--- src/rtl/puf_challenge_sequencer.sv ---
// Sequences challenges into an arbiter PUF array: NREP launch/settle/sample
// rounds per challenge, per-instance majority vote, XOR-combined output bit.
module puf_challenge_sequencer #(
    parameter int N      = 64,
    parameter int K      = 4,
    parameter int NREP   = 3,
    parameter int SETTLE = 4
) (
    input  logic         clk,
    input  logic         rst,
    input  logic         chal_valid,
    output logic         chal_ready,
    input  logic [N-1:0] chal_in,
    output logic [N-1:0] puf_chal,
    output logic         puf_launch,
    input  logic [K-1:0] puf_resp,
    output logic         resp_valid,
    input  logic         resp_ready,
    output logic [K-1:0] resp_raw,
    output logic         resp_out,
    output logic         busy
);

    localparam int VW = (NREP > 1) ? $clog2(NREP + 1) : 1;
    localparam int SW = (SETTLE > 1) ? $clog2(SETTLE) : 1;
    localparam int SL = (SETTLE > 0) ? SETTLE - 1 : 0;

    typedef enum logic [2:0] {
        S_IDLE,
        S_LAUNCH,
        S_SETTLE,
        S_SAMPLE,
        S_DONE
    } state_t;

    state_t state, next;

    logic [SW-1:0] settle_cnt;
    logic [VW-1:0] eval_cnt;
    logic [VW-1:0] vote     [K];
    logic [VW-1:0] vote_nxt [K];
    logic [K-1:0]  raw_nxt;
    logic          accept;
    logic          eval_last;

    assign eval_last  = (eval_cnt == VW'(NREP - 1));
    assign chal_ready = (state == S_IDLE) && !rst;
    assign puf_launch = (state == S_LAUNCH);
    assign resp_valid = (state == S_DONE);
    assign busy       = (state != S_IDLE);

    always_ff @(posedge clk or posedge rst) begin
        if (rst) state <= S_IDLE;
        else     state <= next;
    end

    always_comb begin
        next   = state;
        accept = 1'b0;
        unique case (state)
            S_IDLE: begin
                if (chal_valid) begin
                    accept = 1'b1;
                    next   = S_LAUNCH;
                end
            end
            S_LAUNCH: next = (SETTLE == 0) ? S_SAMPLE : S_SETTLE;
            S_SETTLE: if (settle_cnt == '0) next = S_SAMPLE;
            S_SAMPLE: next = eval_last ? S_DONE : S_LAUNCH;
            S_DONE:   if (resp_ready) next = S_IDLE;
            default:  next = S_IDLE;
        endcase
    end

    // Votes including the current sample, so the final round feeds the decision
    always_comb begin
        for (int i = 0; i < K; i++) begin
            vote_nxt[i] = vote[i] + VW'(puf_resp[i]);
            raw_nxt[i]  = (vote_nxt[i] > VW'(NREP / 2));
        end
    end

    always_ff @(posedge clk or posedge rst) begin
        if (rst) begin
            puf_chal   <= '0;
            settle_cnt <= '0;
            eval_cnt   <= '0;
            resp_raw   <= '0;
            resp_out   <= 1'b0;
            for (int i = 0; i < K; i++) vote[i] <= '0;
        end else begin
            if (accept) begin
                puf_chal <= chal_in;
                eval_cnt <= '0;
                for (int i = 0; i < K; i++) vote[i] <= '0;
            end
            if (state == S_LAUNCH) begin
                settle_cnt <= SW'(SL);
            end else if (state == S_SETTLE) begin
                settle_cnt <= settle_cnt - SW'(1);
            end
            if (state == S_SAMPLE) begin
                eval_cnt <= eval_cnt + VW'(1);
                for (int i = 0; i < K; i++) vote[i] <= vote_nxt[i];
                if (eval_last) begin
                    resp_raw <= raw_nxt;
                    resp_out <= ^raw_nxt;
                end
            end
        end
    end

endmodule

--- config.mk ---
export PLATFORM = sky130hd
export DESIGN_NAME = puf_challenge_sequencer
export DESIGN_NICKNAME = d
export VERILOG_FILES = /design/src/rtl/puf_challenge_sequencer.sv
export SDC_FILE = /design/constraint.sdc
export NUM_CORES = 1
export LEC_CHECK = 0
export CORE_MARGIN = 8
export CORE_UTILIZATION = 42
export CTS_CLUSTER_DIAMETER = 30
export CTS_CLUSTER_SIZE = 28
export DETAILED_ROUTE_END_ITERATION = 6
export GPL_TIMING_DRIVEN = 1
export PLACE_DENSITY = 0.81
export SLEW_MARGIN = 15
export SYNTH_ARGS = -nofsm -noshare
export SYNTH_HDL_FRONTEND = slang
export SYNTH_SLANG_ARGS = --single-unit
--- constraint.sdc ---
create_clock -name clk -period 4 [get_ports clk]
set_input_delay 1 -clock clk [delete_from_list [all_inputs] [get_ports clk]]
set_output_delay 1 -clock clk [all_outputs]
set_load 0.02 [all_outputs]
==> results of run 1 <==
-- final cells by class --
cell class                      count  area, um2
Multi-Input combinational cell    136       1200
Sequential cell                    84       2100
Tap cell                          105        131
Clock buffer                       10        128
Fill cell                         682       2960
Inverter                            5       21.3
Clock inverter                      6       41.3
Timing Repair Buffer              148       1470
-- worst register-to-register path: stages, from the launching register on --
cell and delay [ns]:
dfrtp_1 0.52, nor4b_4 0.32, buf_4 0.48, mux2_2 0.41
-- placed cells by master, fill, tap and decap left out --
master / instances
a21oi_1: 3
a22o_1: 4
and3b_1: 1
buf_4: 4
clkbuf_1: 1
clkbuf_8: 9
clkdlybuf4s50_1: 144
clkinv_2: 3
clkinv_4: 3
dfrtp_1: 84
ha_1: 6
inv_1: 4
inv_4: 1
mux2_1: 50
mux2_2: 14
mux2i_1: 1
nand2_1: 14
nand3b_1: 5
nor2_1: 10
nor2_2: 1
nor2b_1: 1
nor3b_1: 1
nor4b_4: 1
o21ai_0: 12
o22a_1: 3
or3_1: 1
xnor2_1: 8
-- Yosys cell counts --
master	instances	area share
mux2_2	14	0.046
nand2_1	14	0.015
o22a_1	3	0.0077
nor2_2	1	0.0018
ha_1	6	0.022
and3b_1	1	0.0026
xnor2_1	8	0.020
nor2b_1	1	0.0018
a21oi_1	3	0.0044
o21ai_0	12	0.018
nor3b_1	1	0.0022
buf_4	1	0.0022
mux2_1	50	0.16
buf_2	4	0.0059
nand3b_1	5	0.011
inv_1	5	0.0055
dfrtp_1	84	0.61
or3_1	1	0.0018
nor2_1	10	0.011
nor4b_4	1	0.0070
a22o_1	4	0.010
clkbuf_1	1	0.0011
mux2i_1	1	0.0029
buf_6	6	0.020
-- sequential cells by signal, summed over array words and instances, names as in the netlist --
| signal | cells |
|---|---|
| eval_cnt | 2 |
| puf_chal | 64 |
| resp_out | 1 |
| resp_raw | 4 |
| settle_cnt | 2 |
| state | 3 |
| vote | 8 |
-- routing by layer --
layer  vias up  GRT usage
li1       1113          -
met1      1131      0.162
met2        89      0.268
met3         7     0.0411
met4         0     0.0452
met5         -          0
-- kinds of logic after synthesis --
kind of cell,share of synthesized area
mux,0.214
fa+ha+maj,0.0220
xor+xnor,0.0205
simple gates,0.0545
compound gates,0.0399
buf+inv,0.0344
flops,0.615
-- power groups by stage --
stage                     sequential [uW]  clock [uW]  combinational, uW
after detailed placement             1530           0               2120
after floorplan                      1920           0                733
final                                1500         522               2090
after global placement               1500           0               2070
after global routing                 1560         570               2240
after CTS                            1510         541               2130
-- stage by stage --
| step | setup WS, ns | std cells | total power [uW] | util | hold WS [ns] |
|---|---|---|---|---|---|
| finish | 0.792 | 494 | 4110 | 0.633 | 0.488 |
| global route | 0.750 | 494 | 4370 | 0.633 | 0.509 |
| CTS | 0.812 | 494 | 4180 | 0.632 | 0.494 |
| detailed placement | 0.817 | 478 | 3650 | 0.612 | 0.474 |
| global placement | 0.837 | 478 | 3570 | 0.612 | 0.466 |
| floorplan | 0.835 | 237 | 2660 | - | 0.454 |
-- worst max-delay path by stage --
| stage | startpoint | end | slack (ns) | cells after the start |
|---|---|---|---|---|
| 6_report | rst | chal_ready | 0.79 | 3 |
| 2_1_floorplan | rst | eval_cnt[0] | 0.83 | 1 |
| 3_3_place_gp | rst | chal_ready | 0.84 | 3 |
| 4_1_cts | rst | chal_ready | 0.81 | 3 |
| 3_5_place_dp | rst | chal_ready | 0.82 | 3 |
| 5_1_grt | rst | chal_ready | 0.75 | 3 |
==> flow_summary.toml, run 1 <==
[setup_path]
end_kind = "primary output"
critical_path.startpoint_type = "primary input"
cpMostUsedCell = "clkdlybuf4s50_1"
cp_max_fo = 2
required_ns = 3.00
slowest_stage = "clkdlybuf4s50_1"
path_cells = "clkdlybuf4s50_1 > nor2_1 > clkdlybuf4s50_1"
r2r_end = "puf_chal[46]"
slowest_delay_ns = 0.62
worst-path-buf-inv = 2
r2r_start = "state[0]"
critPathTopFamily = "buffers and inverters"
worstPathArrival_ns = 2.21
worst-r2r-cell-count = 3
crit_type = "in -> out"
r2r_slack_ns = 2.16

[detailed_routing]
vias_per_cell = 4.74
drtPass1Iterations = 4
drc = 0
avgRoutedWirePerCell_um = 16.6
drtIter0Drc = 82
wl_met2_um = 4250
wl_met1_um = 3200
highest_layer = "met4"
drt_wl_total_um = 8180
num_vias = 2340
route.met3.wl_um = 627
drtAntennaViolNets = 0

[pwr]
power.share.clock = 0.127
combPwrFrac = 0.508
irDropWorstVdd_mv = 0.337
internal-power_uw = 2580
sequentialPowerShare = 0.365
p_leak_uw = 0.00218
switching_power_uw = 1540
power.density_nw_per_um2 = 808
p_sw_frac = 0.374

[cells_and_area]
synthToLayoutAreaGrowth_pct = 49.0
antenna_cells = 0
nNetsFinal = 462
stdcell_area_um2 = 5090
drive_gt1_frac = 0.0925

[placement]
place_area_um2 = 4920
post-dp-hpwl_um = 6400
io_buffers = 144
gp_congestion = 0.703

[cts]
cts_buffer_depth = 2
hold_buffers = 0
post_cts_buffers = 0
cts_max_level = 3
clock-sinks = 84
cts_root_buf = "clkbuf_8"
clk_pin_slew_ns = 0.08
cts_tree = "built"
clock_latency_ns = 0.33
cts_buffers = 9
cts_resized = 0

[worst_hold_path]
hold_depth = 1
hold_path_end = "puf_chal[4]"
hp-class = "reg -> reg"
hp-start = "puf_chal[4]"

[synthesis]
ys_warn_count = 0
netlist_instances = 237
yosysSeqAreaShare = 0.615
syn-num-nets = 315
avgSynthCellArea_um2 = 14.4
ys_types = 24
syn_area_um2 = 3420
ys_ff_latch = 84

[die]
start_util = 0.425
placementRows = 33
die_y_um = 106
num_io_pins = 145
die_x_um = 106
die-area_um2 = 11300
fp.coreArea_um2 = 8050

[sta]
fmax_mhz = 312
finalHoldViolations = 0
fin_crit_ns = 3.21
skew_ns = 0.00461
finalSetupViolations = 0
slew_violations = 0
tightest_slew_ns = 0.777
min_period_over_period = 0.802
relSlewSlack = 0.482
rsz0062_at_grt = "no"
finalSetupTns_ns = 0

[grt]
grt_pass1_vias = 2568
antenna_found_initial = 0
track_usage = 0.147
grt_pass1_wl_um = 13300
globalRouteOverflowTotal = 0
grt_max_degree = 64

[outcome]
outcome = "finished clean"

[job]
cap_violations = 0
Power figures use the tool's default switching activity.
==> run 2: changes to the inputs <==
==> constraint.sdc (replaced) <==
create_clock -name clk -period 3.04 [get_ports clk]
set_input_delay 0.76 -clock clk [delete_from_list [all_inputs] [get_ports clk]]
set_output_delay 0.76 -clock clk [all_outputs]
set_load 0.02 [all_outputs]
==> run 2 against run 1 <==
  * Routed wire length grew 1.7%
  * Power increased by 36%
  * Flip-flop and latch count unchanged
  * Sequential power grew 32%
  * Critical endpoint unchanged
==> flow_summary.toml, run 2 (synthesis gave the netlist of run 1 again) <==
[setup_path]
cp_max_fo = 12
r2r_start = "state[0]"
critical_path.startpoint_type = "flip-flop"
end_kind = "primary output"
required_ns = 2.28
worstPathArrival_ns = 1.99
cp-startpoint = "state[0]"
crit_type = "reg -> out"

[cts]
clock_latency_ns = 0.33
cts_root_buf = "clkbuf_8"
cts_resized = 0
hold_buffers = 0
clk_pin_slew_ns = 0.08
cts_buffers = 9
cts_tree = "built"
clock-sinks = 84
post_cts_buffers = 0
cts_max_level = 3
cts_buffer_depth = 2

[die]
placementRows = 33
die-area_um2 = 11300
fp.coreArea_um2 = 8050
die_x_um = 106
die_y_um = 106
start_util = 0.425
num_io_pins = 145

[detailed_routing]
avgRoutedWirePerCell_um = 16.8
drc = 0
drtAntennaViolNets = 0
num_vias = 2364
drt_wl_total_um = 8310
vias_per_cell = 4.79
drtIter0Drc = 44
drtPass1Iterations = 4

[sta]
finalHoldViolations = 0
finalSetupTns_ns = 0
fin_crit_ns = 2.75
rsz0062_at_grt = "no"
skew_ns = 0.0102
tightest_slew_ns = 0.599
slew_violations = 0
min_period_over_period = 0.903
finalSetupViolations = 0
fmax_mhz = 364
relSlewSlack = 0.600

[pwr]
p_leak_uw = 0.00220
power.density_nw_per_um2 = 1090
irDropWorstVdd_mv = 0.390

[grt]
grt_max_degree = 47
grt_pass1_wl_um = 13300
track_usage = 0.146
grt_pass1_vias = 2528
globalRouteOverflowTotal = 0
antenna_found_initial = 0

[job]
cap_violations = 0

[worst_hold_path]
hp-start = "resp_raw[0]"
hp-class = "reg -> reg"

[placement]
dpl.cell_count = 478
io_buffers = 144
gp_congestion = 0.737
place_area_um2 = 4940
post-dp-hpwl_um = 6460

[cells_and_area]
regMostFlops = "puf_chal"
finalNonFillerCells = 494
nNetsFinal = 462
largest_reg_flops = 64
drive_gt1_frac = 0.0900
stdcell_area_um2 = 5150
layout_commonest_cell = "clkdlybuf4s50_1"
synthToLayoutAreaGrowth_pct = 50.8
mostFrequentLayoutCells = "clkdlybuf4s50_1, dfrtp_1, mux2_1, nand2_1, mux2_2"
largestRegisters = "puf_chal: 64 flops, vote: 8 flops, resp_raw: 4 flops"
antenna_cells = 0
num-fill-cells = 658

[outcome]
outcome = "finished clean"
run 2: cell types whose count changed in the layout (fill, tap and decap cells not counted):
cell        before  now
clkinv_4         3    0
bufinv_16        0    2
buf_12           0    1
buf_4            4    3
clkbuf_1         1    2
clkbuf_8         9   10
clkinv_2         3    2
clkinvlp_4       0    1
inv_4            1    0
run 2: final cells by class:
type | instances | area, um2 | area share
flip-flops and latches | 84 | 2100 | 0.408
repair buffers | 148 | 1480 | 0.288
multi-input cells | 136 | 1200 | 0.233
clock buffers | 12 | 145 | 0.0282
well taps | 105 | 131 | 0.0255
clock inverters | 4 | 72.6 | 0.0141
inverters | 5 | 20.0 | 0.00388
run 2: worst paths after layout:
| kind | slack, ns | cells after the start | end |
|---|---|---|---|
| min in group asynchronous | 0.61 | 2 | puf_chal[51] |
| worst max-delay path | 0.29 | 3 | chal_ready |
| max in group asynchronous | 1.66 | 3 | puf_chal[6] |
| worst max register to register | 1.12 | 5 | vote[7] |
| worst min register to register | 0.49 | 2 | resp_raw[0] |
| worst min-delay path | 0.49 | 2 | resp_raw[0] |
run 2: metal layers:
layer	global-route usage	vias to the layer above	part of all wire
met5	0	-	0
met4	0.0392	0	0.0082
met3	0.0387	8	0.072
met2	0.263	76	0.52
met1	0.165	1173	0.40
li1	-	1107	-
run 2: report_power, final:
group          switching (uW)  internal [uW]  total (uW)
Combinational            1330           1440        2770
Sequential                316           1660        1980
Clock                     375            485         861
run 2: critical path, stage by stage (launching register included):
cell             delay [ns]
dfrtp_1                0.53
or3_1                  0.42
nor2_1                 0.09
clkdlybuf4s50_1        0.61
run 2: stage by stage:
step | util | total power (uW) | hold slack [ns] | setup slack (ns)
after floorplan | - | 3500 | 0.454 | 0.115
after global placement | 0.613 | 4710 | 0.465 | 0.358
after detailed placement | 0.613 | 4820 | 0.472 | 0.350
after CTS | 0.640 | 5690 | 0.491 | 0.273
after global routing | 0.640 | 5940 | 0.508 | 0.193
final | 0.640 | 5610 | 0.486 | 0.295
